==> config.mk <==
export PLATFORM = sky130hd
export DESIGN_NAME = dmem_port_arbiter
export DESIGN_NICKNAME = d
export VERILOG_FILES = /design/src/rtl/dmem_port_arbiter.sv
export SDC_FILE = /design/constraint.sdc
export NUM_CORES = 1
export LEC_CHECK = 0
export ABC_AREA = 1
export BUFFER_PORTS_ARGS = -buffer_cell sky130_fd_sc_hd__buf_2
export CAP_MARGIN = 25
export CORE_AREA = 10 10 85 87
export CTS_CLUSTER_SIZE = 28
export DETAILED_ROUTE_END_ITERATION = 7
export DIE_AREA = 0 0 95 97
export HOLD_SLACK_MARGIN = 0.06
export PLACE_DENSITY = 0.88
export SYNTH_ARGS = -nofsm -noshare
export SYNTH_HDL_FRONTEND = slang
export SYNTH_SLANG_ARGS = --single-unit
export TNS_END_PERCENT = 1
==> constraint.sdc <==
create_clock -name clock -period 4 [get_ports clock]
set_input_delay 0.4 -clock clock [delete_from_list [all_inputs] [get_ports clock]]
set_output_delay 0.4 -clock clock [all_outputs]
set_load 0.02 [all_outputs]
==> src/rtl/dmem_port_arbiter.sv <==
// Two-port arbiter for one single-port dmem: the processor has priority, and VGA preempts after MAX_WAIT blocked cycles.
// Optional grant/preemption counters are enabled with macro DMEM_ARB_STATS_EN.
module dmem_port_arbiter #(
  parameter int ADDR_W   = 12,
  parameter int DATA_W   = 32,
  parameter int MAX_WAIT = 4
) (
  input  logic              clock,
  input  logic              resetn,
  input  logic              p_req,
  input  logic [ADDR_W-1:0] p_addr,
  input  logic [DATA_W-1:0] p_data,
  input  logic              p_wren,
  output logic              p_stall,
  output logic [DATA_W-1:0] p_q,
  output logic              p_rvalid,
  input  logic              v_req,
  input  logic [ADDR_W-1:0] v_addr,
  input  logic [DATA_W-1:0] v_data,
  input  logic              v_wren,
  output logic              v_gnt,
  output logic [DATA_W-1:0] v_q,
  output logic              v_rvalid,
  output logic [ADDR_W-1:0] m_addr,
  output logic [DATA_W-1:0] m_data,
  output logic              m_wren,
  input  logic [DATA_W-1:0] m_q
`ifdef DMEM_ARB_STATS_EN
  ,
  output logic [15:0]       stat_p_grants,
  output logic [15:0]       stat_v_grants,
  output logic [15:0]       stat_preempt
`endif
);

  localparam logic [3:0] MAX_W = 4'(MAX_WAIT);

  typedef enum logic [1:0] {IDLE, PROC, VGA} owner_t;

  owner_t     owner, owner_nxt;
  logic [3:0] wait_cnt, wait_nxt;
  logic       p_gnt;
  logic       preempt;

  // Grants are gated by resetn so that nothing reaches dmem while reset is held.
  assign preempt = v_req & (wait_cnt == MAX_W);
  assign p_gnt   = resetn & p_req & ~preempt;
  assign v_gnt   = resetn & v_req & ~p_gnt;
  assign p_stall = p_req & v_gnt;

  always_comb begin
    m_addr = '0;
    m_data = '0;
    m_wren = 1'b0;
    if (p_gnt) begin
      m_addr = p_addr;
      m_data = p_data;
      m_wren = p_wren;
    end else if (v_gnt) begin
      m_addr = v_addr;
      m_data = v_data;
      m_wren = v_wren;
    end
  end

  // A withdrawn or granted request restarts the wait count.
  always_comb begin
    wait_nxt = 4'd0;
    if (v_req && !v_gnt)
      wait_nxt = (wait_cnt >= MAX_W) ? MAX_W : wait_cnt + 4'd1;
  end

  always_ff @(posedge clock or negedge resetn) begin
    if (!resetn) wait_cnt <= 4'd0;
    else         wait_cnt <= wait_nxt;
  end

  always_ff @(posedge clock or negedge resetn) begin
    if (!resetn) owner <= IDLE;
    else         owner <= owner_nxt;
  end

  // Owner tracks whose read data arrives on m_q in the following cycle.
  always_comb begin
    owner_nxt = IDLE;
    if (p_gnt && !p_wren)      owner_nxt = PROC;
    else if (v_gnt && !v_wren) owner_nxt = VGA;
  end

  always_comb begin
    p_rvalid = (owner == PROC);
    v_rvalid = (owner == VGA);
  end

  assign p_q = m_q;
  assign v_q = m_q;

`ifdef DMEM_ARB_STATS_EN
  always_ff @(posedge clock or negedge resetn) begin
    if (!resetn) begin
      stat_p_grants <= 16'd0;
      stat_v_grants <= 16'd0;
      stat_preempt  <= 16'd0;
    end else begin
      if (p_gnt)   stat_p_grants <= stat_p_grants + 16'd1;
      if (v_gnt)   stat_v_grants <= stat_v_grants + 16'd1;
      if (p_stall) stat_preempt  <= stat_preempt + 16'd1;
    end
  end
`endif

endmodule
; Word level (Yosys, flattened, before mapping)
; Cells that the tools add are included.
[op_classes]
bitwise_logic = 8
eq_ne = 3
mux = 10
n_addsub = 1
n_lt_le_gt_ge = 1
n_reduce_logical = 6
[ops]
columns = op, count
row1 = $mux W32, 2
row2 = $mux W12, 2
row3 = $mux W4, 2
row4 = $and A1 B1 Y1, 6
row5 = $add A4 B1 Y4 const B, 1
row6 = $eq A4 B3 Y1 const B, 1
row7 = $ge A4 B3 Y1 const B, 1
row8 = $mux W2, 2
row9 = $logic_and A1 B1 Y1, 3
row10 = $logic_not A1 Y1, 3
row11 = $eq A2 B1 Y1 const B, 1
row12 = $eq A2 B2 Y1 const B, 1
row13 = $mux W1, 2
row14 = $not A1 Y1, 2
[totals]
output_inout_bits = 113
in_bits = 126
regBits = 6
word_cells = 31

; Longest topological paths before layout
; Gate-level depths: netlist of the first run.
[depth]
word_depth = 9
depth_mapped = 11
ltp_nobuf = 10

; Least setup slack after synthesis of the first run
; Ideal clock, no wire load.
[synth_timing]
path_type = reg2out
start = reg wait_cnt[0]
end = out m_addr[10]
path_slack_ns = 2.309
arrival_ns = 1.291
stages_incl_launch_ff = 9
path_cell_list = dfrtp_1 inv_1 ha_1 nand2_1 inv_2 nand2_4 clkbuf_1 nand3_1 nand2_1
[synth_between]
elab_chain_cells = 8
[synth_rtl]
columns = item, line_no
row1 = from (decl), 41  ; logic [3:0] wait_cnt, wait_nxt;
row2 = from (signal assigned), 75  ; else wait_cnt <= wait_nxt;
row3 = $eq A4 B3 Y1 (*), 46  ; assign preempt = v_req & (wait_cnt == MAX_W);
row4 = $and A1 B1 Y1 (*), 46
row5 = $not A1 Y1 (*), 47  ; assign p_gnt = resetn & p_req & ~preempt;
row6 = $and A1 B1 Y1 (*), 47
row7 = $not A1 Y1, 48  ; assign v_gnt = resetn & v_req & ~p_gnt;
row8 = $and A1 B1 Y1, 48
row9 = $mux W12, 59  ; end else if (v_gnt) begin
row10 = $mux W12 (*), 55  ; if (p_gnt) begin
row11 = to (decl), 24  ; output logic [ADDR_W-1:0] m_addr,
; Mark *: on every way between the ends. The rest lies on a longest branch, timed or not.

; Worst setup path in the final report of the first run
[layout_timing]
start = in resetn
end = out p_stall
[layout_between]
elab_chain_cells = 5
word_cells_on_any_way = 6
cone_classes = 6 x bitwise
[layout_rtl]
columns = item, line_no
row1 = from (decl), 9  ; input logic resetn,
row2 = $and A1 B1 Y1 (2 in series), 47
row3 = $not A1 Y1, 48
row4 = $and A1 B1 Y1 (*), 48
row5 = $and A1 B1 Y1 (*), 49  ; assign p_stall = p_req & v_gnt;
row6 = to (decl), 14  ; output logic p_stall,
; Marks and branches as above.

==> summary.md, run 1 <==
| Metric | Value |
|---|---|
| Status | finished, final reports clean |
| Leak | 0.00120 uW |
| Final worst path period share | 86.6% |
| CTS buffer count | 3 |
| Max H-tree Level | 1 |
| EDFF count, synth | 0 |
| Max incr delay on CP | 0.69 ns |
| WP buf/inv | 6 |
| Most frequent cell after synthesis | nand3_1 |
| Top cell type's share of synthesized area | 31.9% |
| Gpl congestion | 0.762 |
| Clock transition at path regs | 0.03 ns |
| Tightest Pin Transition | 0.842 ns |
| Mapped Nets | 384 |
| Register area share after synthesis | 9.98% |
| Number of setup buffers added after CTS | 0 |
| Largest area contributor in the netlist | buf_4 |
| Placed wire-length estimate | 4.77 mm |
| Dpl cells | 389 |
| Post-Syn Instances | 256 |
| Final wirelength | 5.94 mm |
| Worst Skew | 0.00110 ns |
| Worst-Skew Late Latency | 0.22 ns |
| Simple-Gate Fraction of Synth Area | 47.2% |
| Fill count | 597 |
| Count of non-filler cells in the finished layout | 393 |
| Compound-gate portion of the synthesized area | 0.333% |
| RSZ-0062 raised after global routing | no |
| Synthesis Warnings | 0 |
| Top post-synthesis cells by count | 88 x nand3_1, 64 x buf_4, 53 x nand2_1 |
| Main combinational cell family by area after synthesis | simple AND/OR/NAND/NOR gates |
| Kind of critical path | input port to output pin |
| Max cap viols | 0 |
| Most common cell on crit path | inv_2 |
| Vias | 1,835 |
| Max Slew Vio Count | 0 |
| Final Setup Violations | 0 |
| Critical path fanouts, max | 48 |
| Num ports | 239 |
| WP data arrival | 3.06 ns |
| Post-DRT Antenna Nets | 0 |
| Async SR Flop Fraction | 100% |
| Worst Setup End Kind | output pin |
| Root buf cell | clkbuf_8 |
| Post-route minimum period | 3.46 ns |
| FMAX | 289 MHz |
| Share of layout cells above drive strength 1 | 48.3% |
| Wirelength per Cell | 15.1 um |
| Register bit total from synthesis | 6 |
| Worst EP required | 3.60 ns |
| Post-synthesis mux area share | 0% |
| Reg area | 150 um2 |
| Die Height | 97 um |
| DR vias/cell | 4.67 |
| Synthesized cell area | 1500 um2 |
| Final global-route overflow total | 0 |
| CP max stage cell | nand2_2 |
| First-pass GRT wire length | 9.07 mm |
| Setup TNS | 0 ns |
| Cell family with most CP delay | buffers and inverters |
| Vias in the first global route | 1,836 |
| Starting DRT DRC Count | 64 |
| Largest net degree at the start of global routing | 49 |
| Placeable Area | 5470 um2 |
| Port buffer count | 142 |
| Die area | 9220 um2 |
| Row Count | 27 |
| Unique masters post-synth | 18 |
| Initial antenna violation count | 0 |
| NumNets Final | 451 |
| Setup ws final | 0.537 ns |
| Pwr/cell area | 196 nW/um2 |
| Area of the multi-input gates | 743 um2 |
| Slew headroom | 43.7% |
| Layout area overhead | 18.8% |
| Pre-CTS setup slack | 1.09 ns |
| Area share of fa/ha/maj cells after synthesis | 1.66% |
| Final Core Density | 32.6% |
| Synth top area cells | buf_4 32%, nand3_1 29%, nand2_1 13%, dfrtp_1 10%, clkbuf_1 2.2% |
| Peak supply drop | 0.0000719 V |
| DR pass1 iterations | 4 |
| Clock sinks | 6 |
| HP Class | input port to register |
| N_diodes | 0 |
| Clock Path Buffers | 2 |
| Starting Density | 27.5% |
| Final Hold Vio Count | 0 |
| Area after DPL | 1740 um2 |
| CP Cell Sequence | dlygate4sd3_1 > buf_2 > nand2_1 > inv_2 > nand2_2 > nand2_2 > inv_2 > nand2_1 > inv_2 > buf_2 |
| Final Cell Area | 1790 um2 |
| Avg Inst Size Synth | 5.87 um2 |
| Remaining routing DRC violations | 0 |
| Primary FF master, synth | dfrtp_1 |
| CTS tree | built |
| Synth Area in XOR/XNOR | 0% |
| Horiz. Die Dim | 95 um |
| CP Launch Type | input port |
| Total GRT Usage | 11.8% |
-- power breakdown --
group	leakage, uW	total, uW	internal [uW]	switching, uW
Clock	0.0000216	88.4	64.4	24.0
Sequential	0.0000789	66.0	63.9	2.07
Combinational	0.00110	196	76.6	119
-- worst paths after layout --
check	slack, ns	depth (start not counted)	end	startpoint
min in group asynchronous	0.55	2	owner[0]	resetn
worst max register to register	1.75	9	wait_cnt[0]	wait_cnt[0]
worst max-delay path	0.54	10	p_stall	resetn
worst min register to register	0.54	3	wait_cnt[0]	wait_cnt[0]
max in group asynchronous	3.30	2	wait_cnt[0]	resetn
worst min-delay path	0.34	2	owner[1]	v_wren
-- through the flow --
stage | total power [uW] | hold WS, ns
2_1_floorplan | 271 | 0.104
3_3_place_gp | 259 | 0.230
3_5_place_dp | 264 | 0.235
4_1_cts | 354 | 0.344
5_1_grt | 375 | 0.364
6_report | 350 | 0.342
-- timing repair --
| action | 4_1_cts | 5_1_grt |
|---|---|---|
| hold endpoints to repair | 6 | 0 |
| hold buffers | 1 | 0 |
| resized for setup | 0 | 0 |
-- area by class of cell --
cell class                 count  area share (%)
timing repair buffer         143            40.3
inverter                      11            2.31
clock buffer                   3            2.31
tap                           72            5.04
sequential                     6            8.40
multi-input combinational    158            41.6
-- worst register-to-register path, stage by stage (launching register included) --
cell     delay, ns
dfrtp_1       0.33
inv_1         0.06
ha_1          0.19
nand2_1       0.07
inv_2         0.04
nand2_4       0.35
nand2_2       0.62
nand2_2       0.31
nand2_1       0.11
nor2_1        0.10
-- cell usage in the layout (no fill, tap or decap), drive strengths merged --
| master | synthesis | final |
|---|---|---|
| nand2 | 56 | 56 |
| dlygate4sd3 | 0 | 1 |
| nor2 | 9 | 9 |
| dfrtp | 6 | 6 |
| nor3 | 1 | 1 |
| nand3 | 88 | 88 |
| buf | 72 | 142 |
| o21ai | 1 | 1 |
| conb | 1 | 1 |
| ha | 2 | 2 |
| clkbuf | 9 | 3 |
| inv | 11 | 11 |
-- logic make-up (layout without fill, tap and decap cells) --
group	count (synthesis)	in the layout
and+or+nand+nor	154	154
DFF	6	6
other	1	1
buffers and inverters	92	157
AOI/OAI and AO/OA	1	1
adders and majority gates	2	2
-- flip-flops by register name, indices dropped and copies added (netlist names) --
signal / flops
wait_cnt: 4
owner: 2
-- routing by layer --
metal,routed length [um],GRT usage (%)
met2,2960,21.1
met5,0,0
met4,212,6.06
met3,786,5.17
met1,1980,10.9
Power figures use the tool's default switching activity.
==> run 2: changes to the inputs <==
ABC_AREA = unset   (was 1)
CORE_AREA = 10 10 84 86   (was 10 10 85 87)
CTS_BUF_LIST = sky130_fd_sc_hd__clkbuf_4 sky130_fd_sc_hd__clkbuf_8   (was unset)
DIE_AREA = 0 0 94 96   (was 0 0 95 97)
PLACE_DENSITY = 0.85   (was 0.88)
SETUP_SLACK_MARGIN = 0.05   (was unset)
==> run 2 against run 1 <==
  * Combinational power fell by 9%
  * Synthesized cell count fell by 43%
  * Die area fell by 2.1%
  * Critical path type unchanged
  * Sequential power barely moved
  * Largest power group unchanged
  * Routed wire length fell by 16%
  * Cell area fell by 10%
  * Count of clock-buffer cells in the layout did not move
  * Clock power rose by 1%
  * Sequential cell count did not move
  * First-iteration DRC count fell by 47%
  * Register-to-register slack improved by 0.53 ns
==> summary.md, run 2 <==
| Metric | Value |
|---|---|
| Horiz. Die Dim | 94 um |
| Max H-tree Level | 1 |
| Post-CTS Resized | 0 |
| Async SR Flop Fraction | 100% |
| Top cell type's share of synthesized area | 38.0% |
| Starting DRT DRC Count | 34 |
| Leak | 0.000995 uW |
| RSZ-0062 raised after global routing | no |
| Final Hold Vio Count | 0 |
| CP Launch Type | input port |
| Post-DRT Antenna Nets | 0 |
| FF-to-FF setup slack | 2.28 ns |
| Max incr delay on CP | 0.64 ns |
| Max cap viols | 0 |
| Final global-route overflow total | 0 |
| Die area | 9020 um2 |
| Clock Path Buffers | 2 |
| Worst Skew | 0.00305 ns |
| Highest-count cells in the layout ignoring fill and taps | 142 x buf_2, 44 x a22o_1, 6 x dfrtp_1 |
| Total power | 335 uW |
| Most common cell after layout, fill and taps aside | buf_2 |
| Setup TNS | 0 ns |
| EDFF count, synth | 0 |
| Cell family with most CP delay | buffers and inverters |
| Port buffer count | 142 |
| Kind of critical path | input port to output pin |
| Synth top area cells | buf_4 38%, a22o_1 30%, dfrtp_1 12%, buf_6 4.5%, buf_2 2.0% |
| N_diodes | 0 |
| Remaining routing DRC violations | 0 |
| Gpl congestion | 0.849 |
| Synthesis Warnings | 0 |
| Layer with the highest usage | met2 |
| Post-Syn Instances | 147 |
| DR pass1 iterations | 4 |
| Layout area overhead | 26.9% |
| Most common cell on crit path | buf_2 |
| Peak supply drop | 0.0000784 V |
| Starting Density | 23.4% |
| Clock transition at path regs | 0.04 ns |
| Synthesized cell area | 1260 um2 |
| Final Setup Violations | 0 |
| CP Cell Sequence | dlygate4sd3_1 > buf_2 > o211a_1 > buf_4 > a22o_1 > buf_2 |
| Placed wire-length estimate | 4.39 mm |
| WP buf/inv | 4 |
| Met1 Use GR | 8.19% |
| Pwr/cell area | 209 nW/um2 |
| Worst EP required | 3.60 ns |
| Met3 GRT Util | 5.45% |
| Wirelength per Cell | 17.0 um |
| Die Height | 96 um |
| Final wirelength | 5.01 mm |
| Avg Inst Size Synth | 8.60 um2 |
| Worst-Skew Late Latency | 0.22 ns |
| Clock sinks | 6 |
| Fill count | 572 |
| Initial antenna violation count | 0 |
| Share of layout cells above drive strength 1 | 68.0% |
| Root buf cell | clkbuf_8 |
| Pre-CTS setup slack | 1.48 ns |
| Row Count | 27 |
| Unique masters post-synth | 20 |
| Final worst path period share | 73.0% |
| Top post-synthesis cells by count | 64 x buf_4, 44 x a22o_1, 6 x dfrtp_1 |
| NumNets Final | 352 |
| Largest net degree at the start of global routing | 27 |
| Largest area contributor in the netlist | buf_4 |
| Tightest Pin Transition | 0.714 ns |
| CP max stage cell | o211a_1 |
| Register bit total from synthesis | 6 |
| Most flops, register | wait_cnt |
| Worst hold slack | 0.340 ns |
| Number of setup buffers added after CTS | 0 |
| Setup ws final | 1.08 ns |
| Number of flip-flops in the largest register | 4 |
| Slew headroom | 52.4% |
| HP Class | input port to register |
| FMAX | 342 MHz |
| Critical path fanouts, max | 25 |
| Hold buffers post-CTS | 1 |
| Num ports | 239 |
| CTS tree | built |
| Status | finished, final reports clean |
| Vias | 1,337 |
| Largest regs | wait_cnt: 4 flops, owner: 2 flops |
| Post-route minimum period | 2.92 ns |
| WP data arrival | 2.52 ns |
| Met2 usage in global routing | 17.2% |
| Primary FF master, synth | dfrtp_1 |
| First-pass GRT wire length | 7.19 mm |
| Most frequent cell after synthesis | buf_4 |
| Total GRT Usage | 9.73% |
| Max Slew Vio Count | 0 |
| Vias in the first global route | 1,448 |
| Worst Setup End Kind | output pin |
| Mapped Nets | 275 |
| Register area share after synthesis | 11.9% |
| Placeable Area | 5410 um2 |
| DR vias/cell | 4.55 |
| CTS buffer count | 3 |
-- run 2: changes by cell type after synthesis, sizes merged, moves of 2 or more --
cell	previous run	this run
nand2	56	1
buf	72	74
nor2b	0	4
nand3	88	1
inv	11	3
clkbuf	9	0
nor2	9	2
a22o	0	44
-- run 2: kinds of logic (layout without fill, tap and decap cells) --
| logic type | after synthesis | after routing | share of synthesized area (%) |
|---|---|---|---|
| and+or+nand+nor | 14 | 14 | 7.33 |
| AOI/OAI and AO/OA | 46 | 46 | 32.0 |
| muxes | 1 | 1 | 1.19 |
| DFF | 6 | 6 | 11.9 |
| adders and majority gates | 2 | 2 | 1.98 |
| buffers and inverters | 77 | 152 | 45.3 |
| other | 1 | 1 | 0.297 |
-- run 2: metal layers --
layer  up-vias  wire length, um
met5         -                0
met2       111             2420
met3        36              727
met1       576             1600
met4         0              261
li1        614                -
-- run 2: where the power goes --
group / internal (uW) / total (uW) / switching, uW
Combinational: 83.5 / 179 / 95.3
Sequential: 63.9 / 66.3 / 2.42
Clock: 64.6 / 89.7 / 25.1
-- run 2: stage by stage --
stage,instances,area [um2],util [%]
floorplan,147,1260,-
global placement,289,1530,28.2
detailed placement,290,1550,28.7
CTS,294,1600,29.7
global route,294,1600,29.7
finish,294,1600,29.7
-- run 2: final timing paths --
check | startpoint | to | cells past startpoint
max in group asynchronous | resetn | wait_cnt[1] | 2
min in group asynchronous | resetn | owner[0] | 2
worst max-delay path | resetn | m_addr[5] | 6
worst max register to register | wait_cnt[0] | wait_cnt[0] | 6
worst min register to register | wait_cnt[0] | wait_cnt[0] | 1
worst min-delay path | p_wren | owner[0] | 2
-- run 2: area by class of cell --
type / instances / area (um2) / area share, %
flip-flops and latches: 6 / 150 / 9.36
clock buffers: 3 / 41.3 / 2.57
repair buffers: 146 / 763 / 47.6
inverters: 3 / 11.3 / 0.702
well taps: 72 / 90.1 / 5.62
multi-input cells: 64 / 548 / 34.2
-- run 2: worst reg2reg max path, delay by kind of cell (launching register included) --
family	cells	cell delay, ns
compound gates	1	0.57
flops	1	0.39
buf+inv	2	0.31
fa+ha+maj	1	0.19
simple gates	2	0.15
==> run 3: changes to the inputs <==
clock period = 2.7 ns   (was 4 ns; I/O delays follow)
==> run 3 against run 2 <==
  * Critical path depth is the same
  * Clock power increased by 46%
  * Sequential cell count is the same
  * Cell area down 0.47%
  * Combinational power is 47% higher
  * Total power grew 47%
  * Worst setup slack worse by 0.73 ns
==> summary.md, run 3 (synthesized netlist as in run 2, its figures left out) <==
| Metric | Value |
|---|---|
| Status | finished, final reports clean |
| Worst Skew | 0.00286 ns |
| Pre-CTS setup slack | 0.471 ns |
| Slew headroom | 66.5% |
| DR vias/cell | 4.56 |
| Reg2Reg Capture Point | owner[0] |
| Worst-Skew Late Latency | 0.22 ns |
| Critical path fanouts, max | 25 |
| Max H-tree Level | 1 |
| Peak supply drop | 0.000124 V |
| Number of setup buffers added after CTS | 0 |
| Gpl congestion | 0.910 |
| Final global-route overflow total | 0 |
| Layer with the highest usage | met2 |
| Final Setup Violations | 0 |
| Total GRT Usage | 9.27% |
| Vias | 1,342 |
| Horiz. Die Dim | 94 um |
| Kind of critical path | input port to output pin |
| NumNets Final | 352 |
| Clock transition at path regs | 0.04 ns |
| HP Class | input port to register |
| Pwr/cell area | 309 nW/um2 |
| Register-to-Register Path Depth | 5 |
| Met3 GRT Util | 5.60% |
| Die Height | 96 um |
| Num ports | 239 |
| Largest regs | wait_cnt: 4 flops, owner: 2 flops |
| Port buffer count | 142 |
| Highest-count cells in the layout ignoring fill and taps | 142 x buf_2, 44 x a22o_1, 6 x dfrtp_1 |
| Max Slew Vio Count | 0 |
| Root buf cell | clkbuf_8 |
| Met2 usage in global routing | 17.2% |
| Number of flip-flops in the largest register | 4 |
| Final worst path period share | 87.1% |
| CP Launch Type | input port |
| First-pass GRT wire length | 6.98 mm |
| Placed wire-length estimate | 4.31 mm |
| Max cap viols | 0 |
| Largest net degree at the start of global routing | 27 |
| Most common cell after layout, fill and taps aside | buf_2 |
| Final Hold Vio Count | 0 |
| Tightest Pin Transition | 0.502 ns |
| Share of layout cells above drive strength 1 | 68.5% |
| FF-to-FF setup slack | 1.17 ns |
| Setup TNS | 0 ns |
| WP data arrival | 2.08 ns |
| CTS buffer count | 3 |
| Worst EP required | 2.43 ns |
| Layout area overhead | 26.3% |
| WHS Endpoint | owner[1] |
| Remaining routing DRC violations | 0 |
| Clock sinks | 6 |
| Post-route minimum period | 2.35 ns |
| N_diodes | 0 |
| Final wirelength | 4.98 mm |
| Die area | 9020 um2 |
| Wirelength per Cell | 16.9 um |
| Met1 Use GR | 7.21% |
| Hold Startpoint | v_wren |
| CTS tree | built |
| Worst Hold Depth | 2 |
| Worst r2r src | wait_cnt[0] |
| Clock Path Buffers | 2 |
| Post-DRT Antenna Nets | 0 |
| Vias in the first global route | 1,461 |
| Row Count | 27 |
| Placeable Area | 5410 um2 |
| Initial antenna violation count | 0 |
| Leak | 0.000986 uW |
| Starting DRT DRC Count | 23 |
| Setup ws final | 0.349 ns |
| Most flops, register | wait_cnt |
| DR pass1 iterations | 4 |
| Worst Setup End Kind | output pin |
| Fill count | 577 |
| Starting Density | 23.4% |
| RSZ-0062 raised after global routing | no |
| FMAX | 425 MHz |
==> run 3: cell types whose count changed in the layout (fill, tap and decap cells not counted) <==
cell / previous run / this run
buf_12: 0 / 1
buf_16: 1 / 0
o211a_1: 1 / 0
o211a_2: 0 / 1
==> run 3: timing repair <==
item / CTS / global route
resized for setup: 0 / 1
hold buffers: 1 / 0
setup endpoints to repair: 0 / 7
endpoints found under the hold margin: 6 / 0
==> run 3: worst max-delay path: stages <==
cell	delay (ns)
dlygate4sd3_1	0.52
buf_2	0.20
o211a_2	0.53
buf_12	0.23
a22o_1	0.15
buf_2	0.17
==> run 3: final cells by class <==
class / count / area, um2 / area share [%]
Timing Repair Buffer: 146 / 756 / 47.3
Multi-Input combinational cell: 64 / 548 / 34.3
Sequential cell: 6 / 150 / 9.40
Tap cell: 72 / 90.1 / 5.64
Clock buffer: 3 / 41.3 / 2.59
Inverter: 3 / 11.3 / 0.705
==> run 3: routing by layer <==
metal	up-vias	part of all wire, %
li1	612	-
met1	582	30
met2	114	50
met3	34	15
met4	0	4.3
met5	-	0
==> run 3: how the worst max path moves through the flow <==
stage	slack, ns	depth (start not counted)	startpoint	end
floorplan	1.02	7	wait_cnt[0]	m_addr[10]
global placement	0.53	7	wait_cnt[0]	m_addr[5]
detailed placement	0.47	7	wait_cnt[0]	m_addr[5]
CTS	0.15	6	resetn	m_addr[5]
global route	0.18	6	resetn	m_addr[5]
finish	0.35	6	resetn	m_addr[5]
==> run 3: where the power goes <==
part	switching (uW)	internal (uW)	total (uW)
logic	141	123	264
clock network	35.2	95.5	131
registers	3.64	94.6	98.3
==> run 3: per-stage QoR <==
step	std cells	utilization (%)	area [um2]	total power (uW)	hold WS, ns
CTS	294	29.5	1600	501	0.214
finish	294	29.5	1600	493	0.216
floorplan	147	-	1260	381	-0.0256
global placement	290	28.6	1550	362	0.114
global route	294	29.5	1600	526	0.220
detailed placement	290	28.6	1550	365	0.115
